===== src/rtl/pipeline_hazard_ctrl.sv =====
// pipeline_hazard_ctrl
//   Central stall/bubble sequencer for the T/D/E/M/W pipeline registers.
//   Resolves memory wait (highest priority), control redirect and load-use
//   hazards. Outputs are Mealy so a hazard acts in the cycle it is seen.
//   Optional feature macro: HAZARD_PERF_EN builds the stall/flush counters;
//   without it both counter outputs are tied to 0.
//   Handshake note: there is no valid/ready pair here; every control output
//   is a level that the register banks sample at the next rising clk edge.
//   dbg_state exposes the FSM state (0 RUN, 1 LU_WAIT, 2 REDIR).
module pipeline_hazard_ctrl #(
    parameter int LOAD_LAT        = 2,
    parameter int REDIRECT_SHADOW = 1,
    parameter int PERF_W          = 32
) (
    input  logic              clk,
    input  logic              resetn,
    input  logic [4:0]        d_ra,
    input  logic [4:0]        d_rb,
    input  logic              d_need_ra,
    input  logic              d_need_rb,
    input  logic [4:0]        e_rn,
    input  logic [4:0]        m_rn,
    input  logic              e_wreg,
    input  logic              e_m2reg,
    input  logic              m_wreg,
    input  logic              m_m2reg,
    input  logic              m_mem_busy,
    input  logic              e_redirect,
    output logic              t_stall,
    output logic              t_bubble,
    output logic              d_stall,
    output logic              d_bubble,
    output logic              e_stall,
    output logic              e_bubble,
    output logic              m_stall,
    output logic              m_bubble,
    output logic              w_bubble,
    output logic              pc_stall,
    output logic [PERF_W-1:0] perf_stall_cnt,
    output logic [PERF_W-1:0] perf_flush_cnt,
    output logic [1:0]        dbg_state
);

    typedef enum logic [1:0] {
        RUN     = 2'd0,
        LU_WAIT = 2'd1,
        REDIR   = 2'd2
    } state_t;

    // Remaining hazard cycles after the detection cycle; saturate at 0.
    localparam logic [2:0] LU_CNT_E   = (LOAD_LAT >= 1) ? 3'(LOAD_LAT - 1) : 3'd0;
    localparam logic [2:0] LU_CNT_M   = (LOAD_LAT >= 2) ? 3'(LOAD_LAT - 2) : 3'd0;
    localparam logic [2:0] SHADOW_CNT = 3'(REDIRECT_SHADOW);

    state_t     state;
    state_t     state_n;
    logic [2:0] cnt;
    logic [2:0] cnt_n;
    logic       dep_e;
    logic       dep_m;

    // Load-use operand match of the D instruction against loads in E and M.
    always_comb begin
        dep_e = (d_need_ra && (d_ra != 5'd0) && e_wreg && e_m2reg && (e_rn == d_ra)) ||
                (d_need_rb && (d_rb != 5'd0) && e_wreg && e_m2reg && (e_rn == d_rb));
        dep_m = (d_need_ra && (d_ra != 5'd0) && m_wreg && m_m2reg && (m_rn == d_ra)) ||
                (d_need_rb && (d_rb != 5'd0) && m_wreg && m_m2reg && (m_rn == d_rb));
    end

    // State and countdown register; reset drops any pending hazard.
    always_ff @(posedge clk or negedge resetn) begin
        if (!resetn) begin
            state <= RUN;
            cnt   <= 3'd0;
        end else begin
            state <= state_n;
            cnt   <= cnt_n;
        end
    end

    // Next state: memory wait freezes everything, then redirect, then load-use.
    always_comb begin
        state_n = state;
        cnt_n   = cnt;
        if (!m_mem_busy) begin
            if (e_redirect) begin
                if (SHADOW_CNT != 3'd0) begin
                    state_n = REDIR;
                    cnt_n   = SHADOW_CNT;
                end else begin
                    state_n = RUN;
                    cnt_n   = 3'd0;
                end
            end else begin
                case (state)
                    RUN: begin
                        if (dep_e) begin
                            cnt_n   = LU_CNT_E;
                            state_n = (LU_CNT_E != 3'd0) ? LU_WAIT : RUN;
                        end else if (dep_m) begin
                            cnt_n   = LU_CNT_M;
                            state_n = (LU_CNT_M != 3'd0) ? LU_WAIT : RUN;
                        end
                    end
                    LU_WAIT, REDIR: begin
                        if (cnt <= 3'd1) begin
                            cnt_n   = 3'd0;
                            state_n = RUN;
                        end else begin
                            cnt_n = cnt - 3'd1;
                        end
                    end
                    default: begin
                        state_n = RUN;
                        cnt_n   = 3'd0;
                    end
                endcase
            end
        end
    end

    // Mealy outputs; forced low while reset is asserted.
    always_comb begin
        t_stall  = 1'b0;
        t_bubble = 1'b0;
        d_stall  = 1'b0;
        d_bubble = 1'b0;
        e_stall  = 1'b0;
        e_bubble = 1'b0;
        m_stall  = 1'b0;
        m_bubble = 1'b0;
        w_bubble = 1'b0;
        pc_stall = 1'b0;
        if (resetn) begin
            if (m_mem_busy) begin
                t_stall  = 1'b1;
                d_stall  = 1'b1;
                e_stall  = 1'b1;
                m_stall  = 1'b1;
                pc_stall = 1'b1;
                w_bubble = 1'b1;
            end else if (e_redirect) begin
                t_bubble = 1'b1;
                d_bubble = 1'b1;
                e_bubble = 1'b1;
            end else begin
                case (state)
                    RUN: begin
                        if (dep_e || dep_m) begin
                            pc_stall = 1'b1;
                            t_stall  = 1'b1;
                            d_stall  = 1'b1;
                            e_bubble = 1'b1;
                        end
                    end
                    LU_WAIT: begin
                        pc_stall = 1'b1;
                        t_stall  = 1'b1;
                        d_stall  = 1'b1;
                        e_bubble = 1'b1;
                    end
                    REDIR: begin
                        t_bubble = 1'b1;
                    end
                    default: begin
                        t_bubble = 1'b0;
                    end
                endcase
            end
        end
    end

    assign dbg_state = state;

`ifdef HAZARD_PERF_EN
    // Stall and flush cycle counters; wrap naturally at 2^PERF_W.
    always_ff @(posedge clk or negedge resetn) begin
        if (!resetn) begin
            perf_stall_cnt <= '0;
            perf_flush_cnt <= '0;
        end else begin
            if (pc_stall) perf_stall_cnt <= perf_stall_cnt + 1'b1;
            if (t_bubble) perf_flush_cnt <= perf_flush_cnt + 1'b1;
        end
    end
`else
    assign perf_stall_cnt = '0;
    assign perf_flush_cnt = '0;
`endif

endmodule


===== config.mk =====
export PLATFORM = sky130hd
export DESIGN_NAME = pipeline_hazard_ctrl
export DESIGN_NICKNAME = d
export VERILOG_FILES = /design/src/rtl/pipeline_hazard_ctrl.sv
export SDC_FILE = /design/constraint.sdc
export NUM_CORES = 1
export LEC_CHECK = 0
export BUFFER_PORTS_ARGS = -buffer_cell sky130_fd_sc_hd__buf_2
export CORE_MARGIN = 5
export CORE_UTILIZATION = 30
export CTS_BUF_LIST = sky130_fd_sc_hd__clkbuf_8
export DETAILED_ROUTE_END_ITERATION = 12
export SLEW_MARGIN = 40
export SYNTH_ARGS = -nofsm -noshare
export SYNTH_HDL_FRONTEND = slang
export SYNTH_SLANG_ARGS = --single-unit

===== constraint.sdc =====
create_clock -name clk -period 4.1 [get_ports clk]
set_clock_uncertainty 0.05 [all_clocks]
set_input_delay 1.025 -clock clk [delete_from_list [all_inputs] [get_ports clk]]
set_output_delay 1.025 -clock clk [all_outputs]
set_load 0.03 [all_outputs]

# Yosys cells after proc, flatten, opt, wreduce, memory -nomap -nowiden
# Cells that the tools add are included.
[word_totals]
ff_bits = 5
output_inout_bits = 76
input_bits = 30
word_cells = 63
[classes]
add_sub_neg = 1
bitwise = 1
muxes = 27
n_eq_ne = 8
magnitude_cmp = 1
n_reduce_logical = 23
[op_table]
columns = ["cell", "n"]
rows = [
  ["equality test 5 bit", 4],
  ["2-to-1 mux 1 bit", 16],
  ["logical AND 1 bit", 14],
  ["2-to-1 mux 3 bit", 4],
  ["nonzero test 5 bit", 2],
  ["2-to-1 mux 2 bit", 4],
  ["case mux 3 bit (2 select lines)", 1],
  ["!= test 4 bit, second input constant", 1],
  ["case mux 2 bit (2 select lines)", 1],
  ["<= comparator 3 x 1 -> 1 bit, second input constant", 1],
  ["logical OR 1 bit", 3],
  ["!= test 3 bit, second input constant", 1],
  ["AND reduction 3 bit", 1],
  ["subtractor 3 x 1 -> 3 bit, second input constant", 1],
  ["equality test 2 x 1 -> 1 bit, second input constant", 1],
  ["equality test 2 bit, second input constant", 1],
  ["logical NOT 2 bit", 1],
  ["case mux 1 bit (2 select lines)", 1],
  ["AND reduction 2 bit", 1],
  ["OR reduction 2 bit", 1],
  ["inverter 1 bit", 1],
]

# Logic depth before layout (Yosys ltp)
[logic_depth]
depth_word = 12
ltp_mapped = 8
depth_no_buf = 8

# Worst setup path after synthesis
# No wires, ideal clock.
[synth_timing]
kind = "input-to-output"
from = "input port d_rb[1]"
to = "output port pc_stall"
slack_ps = 343
n_path_buf = 1
arrival_time_ps = 2682
cell_stages = 7
path_cell_list = "or4_4 > o211ai_2 > o22a_4 > nand3_2 > a21o_1 > o211a_1 > buf_4"
[synth_via]
elab_chain_len = 12
[synth_lines]
columns = ["element", "line_no", "text"]
rows = [
  ["start: declaration", "18", "input logic [4:0] d_rb,"],
  ["nonzero test 5 bit", "65, 67", ""],
  ["logical AND 1 bit", "65, 67", ""],
  ["logical AND 1 bit, on equally long branches (3 in a row)", "65, 67", ""],
  ["logical OR 1 bit, on equally long branches", "64, 66", ""],
  ["logical OR 1 bit (*)", "149", "if (dep_e || dep_m) begin"],
  ["2-to-1 mux 1 bit (*)", "n/a", ""],
  ["case mux 1 bit (2 select lines) (*)", "n/a", ""],
  ["2-to-1 mux 1 bit (*) (3 in a row)", "n/a", ""],
  ["end: declaration", "38", "output logic pc_stall,"],
]
# Every way passes the cells marked *; elsewhere a longest branch is shown, timed or not.

# Worst setup path in the final report
[layout_timing]
from = "input port d_rb[1]"
to = "output port d_stall"
[layout_via]
elab_chain_len = 12
[layout_lines]
columns = ["element", "line_no", "text"]
rows = [
  ["nonzero test 5 bit", "65, 67", ""],
  ["logical AND 1 bit", "65, 67", ""],
  ["logical AND 1 bit, on equally long branches (3 in a row)", "65, 67", ""],
  ["logical OR 1 bit, on equally long branches", "64, 66", ""],
  ["logical OR 1 bit (*)", "149", ""],
  ["2-to-1 mux 1 bit (*)", "149", ""],
  ["case mux 1 bit (2 select lines) (*)", "147", "case (state)"],
  ["2-to-1 mux 1 bit (*)", "142", "end else if (e_redirect) begin"],
  ["2-to-1 mux 1 bit (*)", "135", "if (m_mem_busy) begin"],
  ["2-to-1 mux 1 bit (*)", "134", "if (resetn) begin"],
  ["end: declaration", "31", "output logic d_stall,"],
]
# Marked as above.

==> metrics.txt <==
run status complete, no violations; number of non-filler instances in the completed layout 244; Clock Tree Root clkbuf_8; worst setup path category primary input to output port; number of buffers inserted by post-CTS setup repair 0; Worst Setup Start Kind primary input; flop and latch count out of synthesis 5; nets 230; Die Footprint 5644 µm²; Final Hold Violating Endpoints 0; launch point of the critical path d_rb[1]; buffers added on ports 40; detailed placement HPWL 2333 µm; layout overhead on the synthesized area 2.065%; number of fill cells in the layout 431; commonest cells after routing, fill and taps aside conb_1, buf_2, xnor2_1; Post-Syn Area 1272 µm²; clk slew on worst S/H paths 0.03 ns; Clock Latency Late Sink 0.22 ns; maximum buffer depth of the clock tree 2; number of enable-type register cells in the synthesized netlist 0; Resize count post-CTS 0; Final Wtd Congestion 0.8025; f_max 262.5 MHz; number of H-tree branching levels 1; Total Routing Usage GR 0.08016; via count of the routed design 939; dominant synthesized flop cell dfrtp_1; antenna violations before repair 0; power consumption 0.3208 mW; instance area after placement 1254 µm²; DR WL/cell 10.41 µm; Pwr per Cell Area 247.0 nW/µm²; data arrival at the endpoint of the critical path 2.73 ns; Final min period 3.809 ns; most common cell after layout, fill and taps aside conb_1; proportion of register bits with asynchronous set or reset after synthesis 1.000; 1st-pass router iterations 4; # diodes 0; number of global-route vias before repair 823; CP Capture Type output port; number of max-slew violations in the final report 0; initial cell density of the core 0.3136; post-route DRC violation count 0; average vias per placed instance 3.848; fraction of layout instances using a drive strength above 1 0.2680; final instance area 1299 µm²; Post-DRT Antenna Nets 0; multi-input gate area in the final layout 847.1 µm²; warning count from the yosys run 0; per-instance average area after synthesis 8.157 µm²; top fanout value on the critical path 4; Leak Pwr 0.7126 nW; endpoint required time on the critical path 3.02 ns; horizontal die dimension 75.13 µm; TritonCTS Buffers 3; post-route fraction of the period consumed by the critical path 0.9291; Sink Count 5; class of the most critical hold timing path flip-flop to flip-flop; cts-stage hold buffer count 0; startpoint of the tightest hold check path cnt[2]; number of core rows 23; height of the die 75.13 µm; number of maximum-capacitance constraint violations 0; number of setup violations in the final report 0; met2 demand-to-capacity share in global routing 0.1238; GR met1 Demand/Resource 0.1097; clock tree from TritonCTS built; Total Negative Setup Slacks 0 ns; RSZ-0062 raised after global routing no; gate count of the mapped netlist 156; sequential area share after synthesis 0.09833; Most Used Layer, Global Route met2; global-route wire length before repair 3560 µm; area of the core 4058 µm²; Crit Reg-Reg Startpoint dbg_state[0]; Sequential cell area 125.1 µm²; Hold WS 0.4956 ns; pin count of the biggest net entering global routing 10; Top Ports 106; sum of routed wire length over all layers 2540 µm; number of library cell types mapped by synthesis 34; placed cell count 240; largest vdd supply drop 0.06963 mV; global-route met3 utilization 0.01602; Overflow after GRT 0; number of DRC violations after detailed-routing iteration 0 59
[logic make-up after synthesis]
| group | share of synthesized area |
|---|---|
| mux | 0.007867 |
| fa+ha+maj | 0.04916 |
| simple gates | 0.1494 |
| flops | 0.09833 |
| buf+inv | 0.4248 |
| compound gates | 0.1298 |
| xor+xnor | 0.1377 |
| other cells | 0.002947 |
[critical path, stage by stage]
cell	delay (ns)
buf_2	0.12
or4_4	0.54
o211ai_2	0.17
o22a_4	0.20
nand3_2	0.07
a21o_1	0.19
o211a_1	0.23
buf_2	0.18
[registers in the layout, indices dropped and copies added (netlist names)]
name	flops
dbg_state	2
cnt	3
[cell usage after synthesis, types with 2 or more instances]
cell type   n  area (µm²)
ha_1        5       62.56
nor2b_1     2       12.51
nand2b_1    2       12.51
nand4_1     2       12.51
nor2_1      4       15.01
or4_1       2       15.01
o21ai_1     2       10.01
o21ai_0     5       25.02
dfrtp_1     5       125.1
inv_1       5       18.77
nand3_1     2       10.01
nand2_1     4       15.01
nor3_1      2       10.01
xnor2_1    12       105.1
and2_1      3       18.77
or4_4       4       45.04
xor2_1      8       70.07
buf_4      69       518.0
o21a_1      2       15.01
o211ai_2    2       25.02
[metal layers]
layer,vias to the layer above,share of wire
li1,461,-
met1,411,0.38
met2,63,0.46
met3,4,0.15
met4,0,0.011
met5,-,0
[path summary, 6_finish.rpt]
check | cells past startpoint | to | slack (ns)
worst max-delay path | 8 | d_stall | 0.29
worst min-delay path | 1 | cnt[2] | 0.50
worst max register to register | 8 | cnt[2] | 2.27
worst min register to register | 1 | cnt[2] | 0.50
max in group asynchronous | 1 | cnt[0] | 3.26
min in group asynchronous | 1 | cnt[2] | 0.58
[through the flow]
stage	setup WS, ns	util
floorplan	0.3429	-
global placement	0.3170	0.3090
detailed placement	0.2898	0.3090
CTS	0.2732	0.3201
global route	0.2070	0.3201
finish	0.2907	0.3201
[layout make-up]
class / instances / share of cell area
Multi-Input combinational cell: 140 / 0.6522
Clock inverter: 1 / 0.002890
Tap cell: 50 / 0.04817
Inverter: 5 / 0.01445
Clock buffer: 3 / 0.03179
Sequential cell: 5 / 0.09634
Timing Repair Buffer: 40 / 0.1541
[power breakdown]
group | switching [mW] | internal, mW
combinational | 0.134 | 0.0412
sequential | 0.00357 | 0.0534
clock | 0.0243 | 0.0642
No activity file was read; power rests on OpenSTA's default activity.
